[config.mk]
export PLATFORM = sky130hd
export DESIGN_NAME = servo_angle_ramp
export DESIGN_NICKNAME = d
export VERILOG_FILES = /design/src/rtl/servo_angle_ramp.sv
export SDC_FILE = /design/constraint.sdc
export NUM_CORES = 1
export LEC_CHECK = 0
export BUFFER_PORTS_ARGS = -buffer_cell sky130_fd_sc_hd__buf_2
export CELL_PAD_IN_SITES_DETAIL_PLACEMENT = 1
export CELL_PAD_IN_SITES_GLOBAL_PLACEMENT = 1
export CORE_MARGIN = 2
export CORE_UTILIZATION = 46
export DETAILED_ROUTE_END_ITERATION = 8
export HOLD_SLACK_MARGIN = 0.12
export PLACE_DENSITY = 0.93
export SETUP_SLACK_MARGIN = 0.15
export SYNTH_ARGS = -nofsm -noshare
export SYNTH_HDL_FRONTEND = slang
export SYNTH_SLANG_ARGS = --single-unit
[constraint.sdc]
create_clock -name clock -period 5.25 [get_ports clock]
set_clock_uncertainty 0.1 [all_clocks]
set_input_delay 1.05 -clock clock [delete_from_list [all_inputs] [get_ports clock]]
set_output_delay 1.05 -clock clock [all_outputs]
set_load 0.05 [all_outputs]
[src/rtl/servo_angle_ramp.sv]
// ---------------------------------------------------------------------------
// servo_angle_ramp
//
// Slews a servo angle towards a programmable target by at most STEP degrees
// per update frame. The frame counter free-runs; each frame boundary
// produces a one-cycle frame_tick, and the angle moves only on that tick
// while enable is high. snap jumps straight to the target at any time.
//
// Ports
//   clock          single clock for all state (divided fpga clock)
//   reset          asynchronous, active-low reset
//   desired_angle  requested target angle, saturated to MAX_ANGLE on load
//   load           1-cycle strobe, captures desired_angle as the new target
//   snap           1-cycle strobe, forces angle_out to the current target
//   enable         ramp enable; angle_out holds while low
//   angle_out      ramped angle for the PWM generator
//   frame_tick     1-cycle pulse at each frame boundary
//   at_target      high when angle_out equals the target
//   busy           high while ramping (complement of at_target)
//
// State table (decoded every cycle from registered angle_out and target)
//   state     | meaning
//   IDLE      | angle_out == target, nothing to do
//   RAMP_UP   | angle_out <  target, next enabled tick steps upward
//   RAMP_DOWN | angle_out >  target, next enabled tick steps downward
//
// INIT_ANGLE must not exceed MAX_ANGLE, and MAX_ANGLE must fit in 8 bits so
// angle_out[31:8] stays zero.
// ---------------------------------------------------------------------------
module servo_angle_ramp #(
    parameter int unsigned FRAME_CYCLES = 1000000,
    parameter int unsigned STEP         = 1,
    parameter int unsigned MAX_ANGLE    = 180,
    parameter int unsigned INIT_ANGLE   = 90
) (
    input  logic        clock,
    input  logic        reset,
    input  logic [31:0] desired_angle,
    input  logic        load,
    input  logic        snap,
    input  logic        enable,
    output logic [31:0] angle_out,
    output logic        frame_tick,
    output logic        at_target,
    output logic        busy
);

    typedef enum logic [1:0] {
        IDLE      = 2'd0,
        RAMP_UP   = 2'd1,
        RAMP_DOWN = 2'd2
    } state_t;

    localparam logic [31:0] LAST_COUNT = 32'(FRAME_CYCLES - 1);
    localparam logic [31:0] STEP_W     = 32'(STEP);
    localparam logic [31:0] MAX_W      = 32'(MAX_ANGLE);
    localparam logic [31:0] INIT_W     = 32'(INIT_ANGLE);

    logic [31:0] counter;
    logic [31:0] target;
    logic [31:0] angle_next;
    logic [31:0] target_next;
    logic [31:0] gap_up;
    logic [31:0] gap_down;
    state_t      state;

    // ------------------------------------------------------------------
    // Frame counter: free-running, independent of enable.
    // ------------------------------------------------------------------
    always_ff @(posedge clock or negedge reset) begin
        if (!reset) begin
            counter <= '0;
        end else if (counter == LAST_COUNT) begin
            counter <= '0;
        end else begin
            counter <= counter + 32'd1;
        end
    end

    // Gated with reset so the tick stays low while held in reset even for
    // a degenerate one-cycle frame.
    assign frame_tick = reset && (counter == LAST_COUNT);

    // ------------------------------------------------------------------
    // State register process: angle and target.
    // ------------------------------------------------------------------
    always_ff @(posedge clock or negedge reset) begin
        if (!reset) begin
            angle_out <= INIT_W;
            target    <= INIT_W;
        end else begin
            angle_out <= angle_next;
            target    <= target_next;
        end
    end

    // ------------------------------------------------------------------
    // Next-state process: state decode plus the next angle/target.
    // The step always uses the target registered before this edge, so a
    // load coinciding with a tick or snap only takes effect afterwards.
    // ------------------------------------------------------------------
    always_comb begin
        state = IDLE;
        if (angle_out < target) begin
            state = RAMP_UP;
        end else if (angle_out > target) begin
            state = RAMP_DOWN;
        end
    end

    // Distances are only used in the state where they are non-negative.
    assign gap_up   = target - angle_out;
    assign gap_down = angle_out - target;

    always_comb begin
        angle_next = angle_out;
        if (snap) begin
            angle_next = target;
        end else if (frame_tick && enable) begin
            unique case (state)
                RAMP_UP:   angle_next = (gap_up <= STEP_W) ? target : angle_out + STEP_W;
                RAMP_DOWN: angle_next = (gap_down <= STEP_W) ? target : angle_out - STEP_W;
                default:   angle_next = angle_out;
            endcase
        end
    end

    always_comb begin
        target_next = target;
        if (load) begin
            target_next = (desired_angle > MAX_W) ? MAX_W : desired_angle;
        end
    end

    // ------------------------------------------------------------------
    // Output process.
    // ------------------------------------------------------------------
    always_comb begin
        at_target = 1'b0;
        busy      = 1'b0;
        unique case (state)
            IDLE:    at_target = 1'b1;
            default: busy      = 1'b1;
        endcase
    end

endmodule
# Word-level counts from Yosys, hierarchy flattened
# Index checks and enable logic that the tools add are counted.
[classes]
eq_ne = 3
addsub = 5
n_reduce_logical = 6
magnitude_cmp = 5
n_mux = 11
[op_table]
columns = ["op", "count"]
rows = [
  ["$mux W32", 6],
  ["$add A32 B1 Y32 const B", 2],
  ["$le A32 B1 Y1 const B", 2],
  ["$pmux W32 S2", 1],
  ["$sub A32 B32 Y32", 2],
  ["$eq A32 B20 Y1 const B", 1],
  ["$gt A32 B32 Y1", 1],
  ["$gt A32 B8 Y1 const B", 1],
  ["$lt A32 B32 Y1", 1],
  ["$sub A32 B1 Y32 const B", 1],
  ["$mux W2", 2],
  ["$reduce_bool A3 Y1", 1],
  ["$eq A2 B1 Y1 const B", 1],
  ["$eq A2 B2 Y1 const B", 1],
  ["$logic_and A1 B1 Y1", 2],
  ["$logic_not A2 Y1", 1],
  ["$mux W1", 2],
  ["$reduce_and A2 Y1", 1],
  ["$reduce_bool A2 Y1", 1],
]
[word_totals]
out_inout_bits = 35
ff_bits = 96
in_bits = 37

# Longest topological paths before layout
[depth]
word_depth = 7
ltp_mapped = 18

# Least setup slack after synthesis
# Ideal clock, no wire load.
[synth_timing]
path_kind = "register to register"
startpoint = "reg angle_out[5]"
endpoint = "reg angle_out[2]"
path_slack_ns = 0.041
arrival_time_ns = 4.975
path_stages_with_launch = 18
synth_period_minus_slack_ns = 5.209
setup_ns = 0.134
cell_sequence = "dfrtp_1 clkbuf_1 inv_1 ha_1 buf_6 a21oi_1 nand2_1 o211ai_1 a21boi_1 o31ai_1 a21oi_1 o21ai_1 inv_1 nor3_1 clkbuf_1 nand3_1 o21ai_1 a21oi_1"
[synth_between]
elab_chain_cells = 7
elab_cells_between_ends = 17
cone_classes = "add/sub (2); order compare (4); eq/ne (2); mux (7); reduce/logical (2)"
[synth_rtl]
columns = ["item", "line", "rtl"]
rows = [
  ["start, declared", "42", "output logic [31:0] angle_out,"],
  ["start signal, assigned", "92", "angle_out <= angle_next;"],
  ["branches (longest 7 deep; another with $sub A32 B32 Y32)", "-", ""],
]
# Several ways; the timed one is not identified. The select of a mux whose other input is x is not followed.
# A chain may end at the register's enable or synchronous reset.

# Worst setup path after layout
[layout_timing]
startpoint = "reg angle_out[25]"
endpoint = "out at_target"
[layout_between]
elab_chain_cells = 5
elab_cells_between_ends = 6
cone_classes = "order compare (2); mux (3); reduce/logical (1)"
[layout_rtl]
columns = ["item", "line", "rtl"]
rows = [
  ["$gt A32 B32 Y1", "106", "end else if (angle_out > target) begin"],
  ["$mux W2", "106", ""],
  ["$mux W2 (*)", "104", "if (angle_out < target) begin"],
  ["$logic_not A2 Y1 (*)", "141", "unique case (state)"],
  ["$mux W1 (*)", "141", ""],
  ["end, declared", "44", "output logic at_target,"],
]
# Mark *: on every way between the ends. The rest lies on a longest branch, timed or not.

==> flow_summary.yaml <==
status:
  status: "finished, final reports clean"
sta:
  fmaxAchievable_mhz: 199
  slew_headroom_pct: 40.7
  drv_slew: 0
  period_needed_ns: 5.04
  finalHoldViolCount: 0
  tightest_slew_ns: 0.889
  setup_tns_ns: 0
  finalSetupViolCount: 0
  finalCritPeriodShare_pct: 96.0
  rsz0062_at_grt: "true"
  setup_slack_ns: 0.213
critical_path:
  arrival_ns: 3.89
  critical_path.top_delay_family: "simple AND/OR/NAND/NOR gates"
  cp_cell_sequence: "inv_1 > ha_1 > nand4_1 > nor2_1 > nand2_1 > nor4b_1 > o21ai_2 > inv_1 > buf_2"
  ff2ff_path_depth: 16
  crit_path_start_kind: "register"
  worstSetupPathType: "reg -> out"
  reg2reg_slack_ns: 0.23
  required_ns: 4.10
  path_buf_inv: 3
  max_stage_delay_ns: 0.74
  endpoint_kind: "primary output"
  r2r-end: "angle_out[12]$_DFFE_PN0P_"
  r2r_start: "angle_out[25]$_DFFE_PN0P_"
  cp_slowest_cell: "ha_1"
  cpMostUsedCell: "inv_1"
  cp_max_fo: 17
place:
  dp.cells: 1769
  gp_congestion: 1.01
  dp_hpwl_um: 36500
  io_buffer_count: 71
  place_ws_ns: 0.0600
route:
  wirelength_um: 48800
  antenna_left: 0
  avgViaCountPerCell: 7.17
  drc: 0
  wl_per_cell_um: 27.2
  drt-initial-drc-count: 1681
  num_vias: 12800
  drt-pass1-iter-count: 9
cts:
  cts_buffers: 9
  cts_max_level: 3
  cts_tree: "done"
  numClockSinks: 96
  clockBufferDepth: 2
  clk_pin_slew_ns: 0.08
  cts_root_buf: "clkbuf_16"
  cts_hold_buf: 0
  clkLatencyLatePin_ns: 0.36
logic_synthesis:
  ys_seq_area_share_pct: 23.2
  synth_nets: 1512
  ys_ff_latch: 96
  synth.lib_cells_used.distinct: 88
  syn_area_per_cell_um2: 7.39
  ys.warnings.count: 0
  synth-main-ff-cell: "dfrtp_1"
  synthArstFlopShare_pct: 100
  synth_edf_count: 0
  syn_area_um2: 10400
  synth_cells: 1407
global_routing:
  antenna_found_initial: 0
  grt_max_degree: 56
  grt_pass1_vias: 12800
  globalRouteOverflowTotal: 0
  grt_pass1_wl_um: 73300
  grt_util_all_layers_pct: 39.1
power_and_ir_drop:
  ir_drop_v: 0.000189
  p_per_area_nw_per_um2: 202
  p_leak_uw: 0.00499
final_layout:
  final_cells: 1790
  fin_nets: 1605
  drive_above_1_share_pct: 15.0
  area_growth_pct: 13.6
  antenna-diode-count: 0
min_path:
  min_to: "counter[22]$_DFF_PN0_"
  hold_path_class: "reg -> reg"
  hold_depth: 1
  min_from: "counter[22]$_DFF_PN0_"
die:
  dieArea_um2: 23800
  core_area_um2: 22400
  std_cell_rows: 55
  start_util_pct: 46.4
  io_pins: 72
  die_h_um: 154
  die_w_um: 154
job:
  max-cap-violations: 0
==> per-layer routing <==
metal / share of wire [%] / up-vias / track usage, % / routed length [um]
li1: - / 5386 / - / -
met1: 39 / 6295 / 51.3 / 19000
met2: 46 / 917 / 65.3 / 22600
met3: 9.3 / 245 / 5.02 / 4550
met4: 5.4 / 0 / 16.8 / 2650
met5: 0 / - / 0 / 0
==> sequential cells by signal, summed over array words and instances, names as in the netlist <==
register and count:
counter 32, target 32, angle_out 32
==> final cells by class <==
class	count	area, um2
repair buffers	149	985
clock inverters	6	57.6
clock buffers	10	229
flip-flops and latches	96	2410
well taps	285	357
fillers	2856	10600
multi-input cells	1159	7450
inverters	85	319
==> kinds of logic (layout without fill, tap and decap cells) <==
kind of cell	after synthesis	after routing	share of synthesized area, %
muxes	18	18	1.77
AOI/OAI and AO/OA	440	440	28.2
DFF	96	96	23.2
xor gates and xnor gates	63	63	5.31
buffers and inverters	152	250	6.06
and+or+nand+nor	570	570	27.1
adders and majority gates	68	68	8.33
==> synthesized netlist by cell type (7+ instances only) <==
library cell	count	share of area, %
buf_2	18	0.87
a211oi_1	15	1.1
nand2_1	134	4.8
o21ai_0	74	3.6
nor4_1	26	1.6
o21a_1	19	1.4
o211ai_1	27	1.9
or3_1	18	1.1
a21oi_1	112	5.4
and3_1	16	0.96
and2_1	13	0.78
ha_1	66	7.9
nor2_1	147	5.3
o22a_1	7	0.59
o2111ai_1	10	0.84
dfstp_2	8	2.0
nand2b_1	9	0.54
nand3_1	62	3.0
a22oi_1	14	1.0
xnor2_1	47	4.0
a221oi_1	17	1.4
or2_2	11	0.66
nor3_1	47	2.3
clkbuf_1	42	1.5
dfrtp_1	88	21
a31oi_1	11	0.66
o21ai_1	16	0.77
xor2_1	16	1.3
mux2i_1	15	1.4
o22ai_1	18	1.1
or4_1	9	0.65
a21o_1	14	1.0
nand4_1	36	2.2
inv_1	84	3.0
==> power breakdown <==
| group | internal (uW) | switching (uW) |
|---|---|---|
| registers | 753 | 21.1 |
| clock network | 336 | 357 |
| logic | 298 | 619 |
==> stage by stage <==
step | total power, uW | cell area (um2) | utilization [%] | hold slack [ns]
final | 2380 | 11800 | 52.6 | 0.398
after global routing | 2440 | 11800 | 52.6 | 0.424
after CTS | 2300 | 11700 | 52.1 | 0.397
after detailed placement | 1620 | 11400 | 50.8 | 0.379
after global placement | 1580 | 11400 | 50.8 | 0.363
after floorplan | 1320 | 10400 | - | 0.343
==> how the worst max path moves through the flow <==
stage	startpoint	endpoint	slack, ns	depth (start not counted)
finish	angle_out[25]$_DFFE_PN0P_	at_target	0.21	9
global route	angle_out[3]$_DFFE_PN1P_	at_target	0.07	11
CTS	angle_out[4]$_DFFE_PN1P_	angle_out[20]$_DFFE_PN0P_	0.18	16
detailed placement	angle_out[18]$_DFFE_PN0P_	angle_out[20]$_DFFE_PN0P_	0.06	15
global placement	angle_out[18]$_DFFE_PN0P_	angle_out[20]$_DFFE_PN0P_	0.29	15
floorplan	angle_out[5]$_DFFE_PN0P_	angle_out[2]$_DFFE_PN0P_	0.45	17
==> repair_timing <==
action                                 in CTS  in global routing
resized for setup                           2                 20
pin swaps                                   0                  2
endpoints found under the hold margin       0                  0
setup buffers                               0                  5
setup endpoints to repair                   7                 29
==> placed cells by master (no fill, tap or decap), types with 11 or more instances in the layout <==
cell type  count
or2_2         11
a22oi_1       13
a211oi_1      15
o21a_1        19
nor2_1       147
o21ai_1       15
nand4_1       36
o21ai_0       74
and2_1        13
nand2_1      134
xnor2_1       47
mux2i_1       15
ha_1          63
nor3_1        45
buf_4         75
or3_1         18
a31oi_1       11
a21o_1        14
nand3_1       62
nor4_1        26
a221oi_1      16
o22ai_1       18
and3_1        16
o211ai_1      27
inv_1         84
dfrtp_1       88
a21oi_1      108
buf_2         70
xor2_1        16
(Power assumes the default switching activity.)
